--- config.mk ---
export PLATFORM = sky130hd
export DESIGN_NAME = serial_rx
export DESIGN_NICKNAME = d
export VERILOG_FILES = /design/src/rtl/serial_pkg.sv /design/src/rtl/serial_baud_tick.sv /design/src/rtl/serial_rx.sv
export SDC_FILE = /design/constraint.sdc
export NUM_CORES = 1
export LEC_CHECK = 0
export CORE_MARGIN = 5
export CORE_UTILIZATION = 50
export CTS_CLUSTER_DIAMETER = 50
export DETAILED_ROUTE_END_ITERATION = 10
export GPL_TIMING_DRIVEN = 0
export PLACE_DENSITY = 0.75
export SLEW_MARGIN = 20
export SYNTH_ARGS = -nofsm -noshare
export SYNTH_HDL_FRONTEND = slang
export SYNTH_SLANG_ARGS = --single-unit
export TNS_END_PERCENT = 30
--- constraint.sdc ---
create_clock -name CLK -period 3.95 [get_ports CLK]
set_input_delay 1.185 -clock CLK [delete_from_list [all_inputs] [get_ports CLK]]
set_output_delay 1.185 -clock CLK [all_outputs]
set_load 0.01 [all_outputs]
--- src/rtl/serial_pkg.sv ---
// Shared serial-link constants and receiver state encoding.
// Used by serial_rx and reusable by the matching transmitter.
package serial_pkg;

   localparam int TICKS_PER_BIT = 16;
   localparam int MID_SAMPLE    = 8;
   localparam int DATA_BITS     = 8;

   typedef enum logic [2:0] {
      IDLE      = 3'd0,
      HUNT      = 3'd1,
      START_BIT = 3'd2,
      DATA      = 3'd3,
      STOP      = 3'd4,
      DONE      = 3'd5
   } rx_state_t;

endpackage

--- src/rtl/serial_baud_tick.sv ---
// Baud tick generator: one tick every CLOCK+1 cycles, plus a 4-bit
// sub-tick counter that advances on each tick (16 ticks per bit).
module serial_baud_tick #(
   parameter int CLOCK = 26
) (
   input  logic       i_clk,
   input  logic       i_rst_n,
   input  logic       i_clr,
   input  logic       i_en,
   output logic       o_tick,
   output logic [3:0] o_subtick
);

   localparam int CW = (CLOCK > 0) ? $clog2(CLOCK + 1) : 1;

   logic [CW-1:0] r_slck;
   logic [3:0]    r_sub;

   assign o_tick    = i_en && (r_slck == CW'(CLOCK));
   assign o_subtick = r_sub;

   // Divider and sub-tick counter; clear re-phases both to the start edge.
   always_ff @(posedge i_clk) begin
      if (!i_rst_n || i_clr) begin
         r_slck <= '0;
         r_sub  <= '0;
      end else if (i_en) begin
         if (o_tick) begin
            r_slck <= '0;
            r_sub  <= r_sub + 4'd1;
         end else begin
            r_slck <= r_slck + CW'(1);
         end
      end
   end

endmodule

--- src/rtl/serial_rx.sv ---
// serial_rx: 8N1 LSB-first receiver capturing BUFFLEN characters into BUFFER,
// with a START/END level handshake. Optional build macro SERIAL_RX_MAJORITY_EN
// selects 2-of-3 voting over sub-ticks 7,8,9 instead of one sample at 8.
module serial_rx
   import serial_pkg::*;
#(
   parameter int BUFFLEN = 5,
   parameter int CLOCK   = 26
) (
   input  logic                 CLK,
   input  logic                 RESET,
   input  logic                 START,
   input  logic                 RXD,
   output logic                 END,
   output logic                 FRAME_ERR,
   output logic [0:8*BUFFLEN-1] BUFFER
);

   localparam int CCW = $clog2(BUFFLEN + 1);
   localparam int IXW = $clog2(8 * BUFFLEN);
`ifdef SERIAL_RX_MAJORITY_EN
   localparam logic [3:0] DEC_SUB = 4'(MID_SAMPLE + 1);
`else
   localparam logic [3:0] DEC_SUB = 4'(MID_SAMPLE);
`endif

   rx_state_t            r_state, w_next;
   logic                 r_rx_s1, r_rx_s2, r_rx_prev;
   logic [CCW-1:0]       r_charcount;
   logic [2:0]           r_bitcnt;
   logic                 r_end, r_ferr;
   logic [0:8*BUFFLEN-1] r_buf;

   logic                 w_tick, w_clr, w_en, w_fall, w_dec, w_bit, w_last;
   logic [3:0]           w_sub;
   logic [IXW-1:0]       w_idx;

   serial_baud_tick #(.CLOCK(CLOCK)) u_tick (
      .i_clk     (CLK),
      .i_rst_n   (RESET),
      .i_clr     (w_clr),
      .i_en      (w_en),
      .o_tick    (w_tick),
      .o_subtick (w_sub)
   );

   // Two-flop synchroniser plus one history flop for start-edge detection.
   always_ff @(posedge CLK) begin
      if (!RESET) begin
         r_rx_s1   <= 1'b1;
         r_rx_s2   <= 1'b1;
         r_rx_prev <= 1'b1;
      end else begin
         r_rx_s1   <= RXD;
         r_rx_s2   <= r_rx_s1;
         r_rx_prev <= r_rx_s2;
      end
   end

   assign w_fall = r_rx_prev && !r_rx_s2;
   assign w_dec  = w_tick && (w_sub == DEC_SUB);
   assign w_last = (r_charcount == CCW'(BUFFLEN - 1));
   assign w_idx  = IXW'(8 * int'(r_charcount) + 7 - int'(r_bitcnt));

`ifdef SERIAL_RX_MAJORITY_EN
   logic r_s7, r_s8;

   // Hold the sub-tick 7 and 8 samples for the vote taken at sub-tick 9.
   always_ff @(posedge CLK) begin
      if (!RESET) begin
         r_s7 <= 1'b1;
         r_s8 <= 1'b1;
      end else if (w_tick) begin
         if (w_sub == 4'(MID_SAMPLE - 1)) r_s7 <= r_rx_s2;
         if (w_sub == 4'(MID_SAMPLE))     r_s8 <= r_rx_s2;
      end
   end

   assign w_bit = (r_s7 & r_s8) | (r_s7 & r_rx_s2) | (r_s8 & r_rx_s2);
`else
   assign w_bit = r_rx_s2;
`endif

   // State register.
   always_ff @(posedge CLK) begin
      if (!RESET) r_state <= IDLE;
      else        r_state <= w_next;
   end

   // Next-state logic; START low anywhere mid-transfer aborts to IDLE.
   always_comb begin
      w_next = r_state;
      case (r_state)
         IDLE:      if (START && !r_end) w_next = HUNT;
         HUNT:      if (!START) w_next = IDLE;
                    else if (w_fall) w_next = START_BIT;
         START_BIT: if (!START) w_next = IDLE;
                    else if (w_dec) w_next = w_bit ? HUNT : DATA;
         DATA:      if (!START) w_next = IDLE;
                    else if (w_dec && r_bitcnt == 3'(DATA_BITS - 1)) w_next = STOP;
         STOP:      if (!START) w_next = IDLE;
                    else if (w_dec) w_next = w_last ? DONE : HUNT;
         DONE:      if (!START) w_next = IDLE;
         default:   w_next = IDLE;
      endcase
   end

   // Timer control: run while receiving, re-phase on arm and on each start edge.
   always_comb begin
      w_en  = (r_state != IDLE) && (r_state != DONE);
      w_clr = (r_state == IDLE) || ((r_state == HUNT) && w_fall);
   end

   // Character/bit counters, buffer writes, error flag and END handshake.
   always_ff @(posedge CLK) begin
      if (!RESET) begin
         r_charcount <= '0;
         r_bitcnt    <= '0;
         r_end       <= 1'b0;
         r_ferr      <= 1'b0;
         r_buf       <= '0;
      end else begin
         case (r_state)
            IDLE: if (START && !r_end) begin
               r_charcount <= '0;
               r_ferr      <= 1'b0;
            end
            START_BIT: r_bitcnt <= '0;
            DATA: if (START && w_dec) begin
               r_buf[w_idx] <= w_bit;
               r_bitcnt     <= r_bitcnt + 3'd1;
            end
            STOP: if (START && w_dec) begin
               if (!w_bit) r_ferr <= 1'b1;
               r_charcount <= r_charcount + CCW'(1);
               if (w_last) r_end <= 1'b1;
            end
            DONE: if (!START) r_end <= 1'b0;
            default: ;
         endcase
      end
   end

   assign END       = r_end;
   assign FRAME_ERR = r_ferr;
   assign BUFFER    = r_buf;

endmodule

==> reports/results.tsv, run 1 <==
stage	metric	value	unit
die	core	5956	µm²
routing	drc	0	
clocking	cts_inserted_buffers	9	
setup_path	path_class	in -> reg	
die	die_area	7847	µm²
grt	antenna_found_initial	0	
die	pin_count	46	
synth	synth_cell_types	55	
clocking	cts-root-buf	clkbuf_8	
timing	fin_setup_tns	0	ns
grt	grt_usage	18.74	%
final_layout	mostFrequentLayoutCell	nand2_1	
synth	synth_edf_count	0	
timing	max_slew_margin	41.22	%
setup_path	worst_setup_path_start_kind	primary input	
setup_path	cp-end-kind	register	
clocking	htree_levels	3	
final_layout	final_util	63.57	%
setup_path	cp.arrival	3.05	ns
setup_path	worstPathMaxFanout	10	
final_layout	final_nets	413	
final_layout	diodes	0	
die	start_util	51.85	%
grt	grt_max_degree	11	
timing	holdWs	0.4206	ns
clocking	cts_setup_buffers	0	
routing	drt_iter0_markers	118	
synth	synth_seq_cells	63	
synth	syn_nets	358	
clocking	ctsHoldBuffers	0	
job	max-cap-violations	0	
synth	yosys_warnings	0	
grt	grt_pass1_wl	11430	µm
die	rows	28	
routing	wl	6834	µm
power	power.density	312.5	nW/µm²
final_layout	drive_above_1_share	10.62	%
clocking	cts.repair.resized	0	
synth	seq_area_frac_synth	40.84	%
routing	post_drt_wl_per_cell	14.24	µm
setup_path	required	4.17	ns
clocking	clk_latency	0.33	ns
timing	setup_slack	1.116	ns
timing	worstMarginPinSlew	0.8798	ns
clocking	clkTransAtPathRegs	0.07	ns
die	die_h	88.59	µm
clocking	cts_buffer_depth	2	
power	ir_drop	258.4	µV
timing	fmax	352.8	MHz
timing	period_needed	2.834	ns
synth	synth_ff_type	dfxtp_1	
place	dp_slack	0.8343	ns
routing	postRouteAntennaNets	0	
synth	netlist_area	3088	µm²
run_status	status	finished, final reports clean	
timing	period_share	71.76	%
routing	dr.pass1.iters	4	
clocking	clock_sinks	63	
final_layout	layout_common_cells	nand2_1 (82), dfxtp_1 (63), clkdlybuf4s50_1 (44), mux2i_1 (29), nand3_1 (17)	
routing	num_vias	2556	
clocking	cts_tree	built	
synth	synthCells	346	
timing	finalHoldViolCount	0	
die	die_x	88.59	µm
timing	clock-skew-final	0.009767	ns
final_layout	layout-area-overhead-vs-synth	22.61	%
min_path	hold_path.class	reg -> reg	
grt	grt_pass1_vias	2462	
place	placed_cells	465	
final_layout	final_cells	480	
synth	synthArstFlopShare	0	%
routing	viasPerCell	5.325	
timing	finalMaxSlewViolations	0	
power	cellLeakagePower	0.001525	µW
place	dp_hpwl	5004	µm
timing	finalSetupViolations	0	
place	place.gp.congestion	0.9007	
timing	rsz0062_at_grt	false	
place	io_buffers	44	
synth	avgSynthCellArea	8.925	µm²
grt	globalRoute.totalOverflow	0	
-- cell usage after synthesis, types with 4 or more instances --
library cell	number	area share (%)
nand3b_1	7	1.7
clkbuf_1	12	1.5
xor2_1	5	1.4
ha_1	8	3.2
nand3_1	17	2.8
nand2b_1	6	1.2
a21boi_1	8	1.9
nand4_1	6	1.2
nor3b_1	5	1.2
nor2b_1	4	0.81
nand2_1	82	10
xnor2_1	4	1.1
o21ai_0	4	0.65
buf_4	6	1.5
buf_2	4	0.65
o31ai_1	5	1.2
nor2_1	16	1.9
mux2i_1	29	9.4
dfxtp_1	63	41
inv_1	7	0.85
-- path summary, 6_finish.rpt --
| kind | from | end | slack [ns] | cells past startpoint |
|---|---|---|---|---|
| hold / removal | r_rx_s1 | r_rx_s2 | 0.42 | 1 |
| setup / recovery | START | r_charcount[0] | 1.12 | 6 |
| hold reg to reg | r_rx_s1 | r_rx_s2 | 0.42 | 1 |
| setup reg to reg | u_tick.o_subtick[0] | BUFFER[35] | 2.10 | 7 |
-- critical path, cell delays in order --
cell             delay (ns)
clkdlybuf4s50_1        0.51
clkbuf_1               0.35
nand2b_1               0.22
o31ai_1                0.43
nor2_1                 0.12
a22o_1                 0.24
-- report_power, final --
part	switching, µW	internal, µW	total [µW]	leakage, µW
Clock	234	238	472	0.0000850
Combinational	47.2	23.9	71.1	0.000931
Sequential	1.58	638	640	0.000508
Total	283	900	1180	0.00152
-- cell families (layout without fill, tap and decap cells) --
logic type | count (synthesis) | after routing | share of synthesized area [%]
buffers and inverters | 32 | 91 | 5.389
DFF | 63 | 63 | 40.84
muxes | 29 | 29 | 9.400
and+or+nand+nor | 167 | 167 | 29.30
adders and majority gates | 8 | 8 | 3.242
AOI/OAI and AO/OA | 38 | 38 | 9.279
xor gates and xnor gates | 9 | 9 | 2.552
-- stage by stage --
stage,cell area [µm²],total power [µW]
2_1_floorplan,3088,707.1
3_3_place_gp,3622,724.4
3_5_place_dp,3622,724.9
4_1_cts,3786,1197
5_1_grt,3786,1232
6_report,3786,1183
-- per-layer routing --
metal	track usage, %	part of all wire (%)	up-vias
li1	-	-	1300
met1	24.89	49	1202
met2	30.32	46	44
met5	0	0	-
met4	8.104	1.4	0
met3	2.793	3.4	10
-- area by class of cell --
| cell class | count | area, µm² |
|---|---|---|
| fill | 546 | 2170 |
| multi-input combinational | 251 | 1660 |
| sequential | 63 | 1261 |
| timing repair buffer | 44 | 440.4 |
| clock buffer | 11 | 141.4 |
| buffer | 25 | 140.1 |
| tap | 75 | 93.84 |
| inverter | 7 | 26.28 |
| clock inverter | 4 | 22.52 |
-- flip-flops by register name, indices dropped and copies added (netlist names) --
signal / flops
u_tick.o_subtick: 4
FRAME_ERR: 1
r_bitcnt: 3
r_state: 3
r_charcount: 3
BUFFER: 40
r_rx_prev: 1
END: 1
u_tick.r_slck: 5
r_rx_s2: 1
r_rx_s1: 1
(Power assumes the default switching activity.)
==> run 2, diff against run 1 <==
--- a/config.mk
+++ b/config.mk
@@ -6,11 +6,11 @@
 export NUM_CORES = 1
 export LEC_CHECK = 0
 export CORE_MARGIN = 5
-export CORE_UTILIZATION = 50
+export CORE_UTILIZATION = 49
 export CTS_CLUSTER_DIAMETER = 50
 export DETAILED_ROUTE_END_ITERATION = 10
 export GPL_TIMING_DRIVEN = 0
-export PLACE_DENSITY = 0.75
+export PLACE_DENSITY = 0.76
 export SLEW_MARGIN = 20
 export SYNTH_ARGS = -nofsm -noshare
 export SYNTH_HDL_FRONTEND = slang
==> constraint.sdc (replaced) <==
create_clock -name CLK -period 2.58 [get_ports CLK]
set_input_delay 0.774 -clock CLK [delete_from_list [all_inputs] [get_ports CLK]]
set_output_delay 0.774 -clock CLK [all_outputs]
set_load 0.01 [all_outputs]
==> run 2 against run 1 <==
Against the previous run:
- critical path depth is the same
- flip-flop and latch count unchanged
- highest routed layer unchanged
- largest cell class unchanged
- cell area up 0.76%
- via count increased by 1.6%
- sequential power increased by 53%
- hold slack worse by 0.014 ns
- die area up 1.8%
- wire length increased by 0.75%
- worst setup slack worse by 0.91 ns
- power grew 62%
- clock skew fell by 0.0033 ns
==> reports/results.tsv, run 2 (same netlist as run 1, synthesis figures left out) <==
stage	metric	value	unit	change
timing	finalMaxSlewViolations	0		unchanged
final_layout	largest_reg_flops	40		unchanged
job	max-cap-violations	0		unchanged
routing	dr.pass1.iters	4		unchanged
final_layout	layout-area-overhead-vs-synth	23.54	%	
timing	finalHoldViolCount	0		unchanged
die	die_area	7990	µm²	+1.8%
setup_path	cpMaxStageDelayCell	clkdlybuf4s50_1		
final_layout	nFillCells	550		+0.73%
clocking	cts_setup_buffers	0		unchanged
place	place_area	3625	µm²	about the same
power	power.density	503.2	nW/µm²	+61%
clocking	clk_latency	0.34	ns	about the same
power	cellLeakagePower	0.001540	µW	+1.0%
grt	globalRoute.totalOverflow	0		unchanged
clocking	htree_levels	3		unchanged
final_layout	finalInstanceArea	3815	µm²	+0.76%
die	rows	29		+3.6%
setup_path	path_class	in -> reg		
final_layout	mostFrequentLayoutCell	nand2_1		
timing	max_slew_margin	50.10	%	+8.9 points
setup_path	cp-startpoint	START		
grt	antenna_found_initial	0		unchanged
timing	period_needed	2.375	ns	
timing	rsz0062_at_grt	false		
die	die_h	89.39	µm	+0.90%
min_path	hold_path.class	reg -> reg		
routing	drc	0		unchanged
run_status	status	finished, final reports clean		
clocking	cts_tree	built		
final_layout	drive_above_1_share	10.59	%	-0.026 points
final_layout	diodes	0		unchanged
setup_path	worst_setup_path_start_kind	primary input		
routing	postRouteAntennaNets	0		unchanged
die	die_x	89.39	µm	+0.90%
routing	viasPerCell	5.379		+1.0%
clocking	clkTransAtPathRegs	0.07	ns	about the same
power	power	1920	µW	+62%
clocking	cts.repair.resized	0		unchanged
timing	fmax	421.0	MHz	
routing	wl	6885	µm	+0.75%
clocking	clock_sinks	63		unchanged
clocking	ctsHoldBuffers	0		unchanged
final_layout	final_nets	413		unchanged
die	core	6241	µm²	+4.8%
final_layout	layout_common_cells	nand2_1 (82), dfxtp_1 (63), clkdlybuf4s50_1 (44), mux2i_1 (29), nand3_1 (17)		
setup_path	required	2.81	ns	-1.36 ns
timing	finalSetupViolations	0		unchanged
timing	period_share	92.06	%	
min_path	hp-start	r_rx_s1		
clocking	cts-root-buf	clkbuf_8		
timing	worstMarginPinSlew	0.7468	ns	-0.1330 ns
timing	clock-skew-final	0.006462	ns	-0.003305 ns
routing	post_drt_wl_per_cell	14.25	µm	+0.12%
routing	num_vias	2598		+1.6%
final_layout	multi_input_area	1660	µm²	unchanged
setup_path	reg2reg_to	BUFFER[11]		
grt	grt_pass1_vias	2470		+0.32%
place	io_buffers	44		unchanged
place	dp_hpwl	5051	µm	+0.94%
die	start_util	49.48	%	-2.4 points
die	pin_count	46		unchanged
power	ir_drop	341.0	µV	+32%
setup_path	path_buf_inv	2		unchanged
setup_path	rr_startpoint	u_tick.r_slck[0]		
setup_path	worstPathMaxFanout	10		unchanged
min_path	worstHoldEndpoint	r_rx_s2		
place	place.gp.congestion	0.8013		-11%
clocking	cts_buffer_depth	2		unchanged
clocking	cts_inserted_buffers	9		unchanged
final_layout	final_util	61.13	%	-2.4 points
routing	drt_iter0_markers	80		-32%
final_layout	seq_area	1261	µm²	unchanged
grt	grt_max_degree	11		unchanged
grt	grt_pass1_wl	11450	µm	+0.25%
setup_path	cp.arrival	2.60	ns	-0.45 ns
setup_path	rr_worst_depth	7		unchanged
setup_path	worstPathCellList	clkdlybuf4s50_1 > clkbuf_1 > nand2b_1 > o31ai_1 > nor2_1 > a22o_1		
grt	grt_usage	18.51	%	-0.23 points
setup_path	slowest_delay	0.52	ns	about the same
setup_path	crit_family	buffers and inverters		
setup_path	r2r_setup_slack	0.65	ns	-1.45 ns
setup_path	cp-end-kind	register		
min_path	hold_depth	1		unchanged
-- run 2: worst reg2reg max path, delay by kind of cell, from the launching register on --
| kind | cells | cell delay (ns) |
|---|---|---|
| and+or+nand+nor | 4 | 1.00 |
| DFF | 1 | 0.35 |
| adders and majority gates | 1 | 0.20 |
| muxes | 1 | 0.23 |
| buffers and inverters | 1 | 0.07 |
-- run 2: worst max path at each step --
stage / end / slack [ns] / cells after the start
after floorplan: r_charcount[0] / 0.72 / 5
after global placement: r_charcount[0] / -0.09 / 6
after detailed placement: r_charcount[0] / -0.14 / 6
after CTS: r_charcount[0] / 0.22 / 6
after global routing: r_charcount[0] / 0.10 / 6
final: r_charcount[0] / 0.20 / 6
-- run 2: per-stage QoR --
step / worst slack (ns) / instances / hold WS [ns] / setup TNS (ns)
floorplan: 0.7209 / 346 / 0.3863 / 0
global placement: -0.08626 / 467 / 0.3903 / -0.1474
detailed placement: -0.1364 / 467 / 0.3948 / -0.2342
CTS: 0.2201 / 483 / 0.4103 / 0
global route: 0.1006 / 483 / 0.4294 / 0
finish: 0.2048 / 483 / 0.4064 / 0
-- run 2: metal layers --
layer / wire length [µm] / vias up / track usage [%]
met1: 3002 / 1216 / 23.51
li1: - / 1303 / -
met4: 116 / 0 / 6.360
met5: 0 / - / 0
met3: 384 / 12 / 5.622
met2: 3380 / 67 / 29.87
-- run 2: where the power goes --
group	total [µW]	switching, µW	internal [µW]
clock	830	362	468
sequential	980	2.62	977
combinational	109	72.6	36.6
-- run 2: layout make-up --
type / instances / area share, %
buffer: 25 / 3.673
clock buffer: 12 / 3.805
clock inverter: 4 / 1.181
inverter: 7 / 0.6888
multi-input combinational: 251 / 43.52
sequential: 63 / 33.06
tap: 77 / 2.525
timing repair buffer: 44 / 11.54
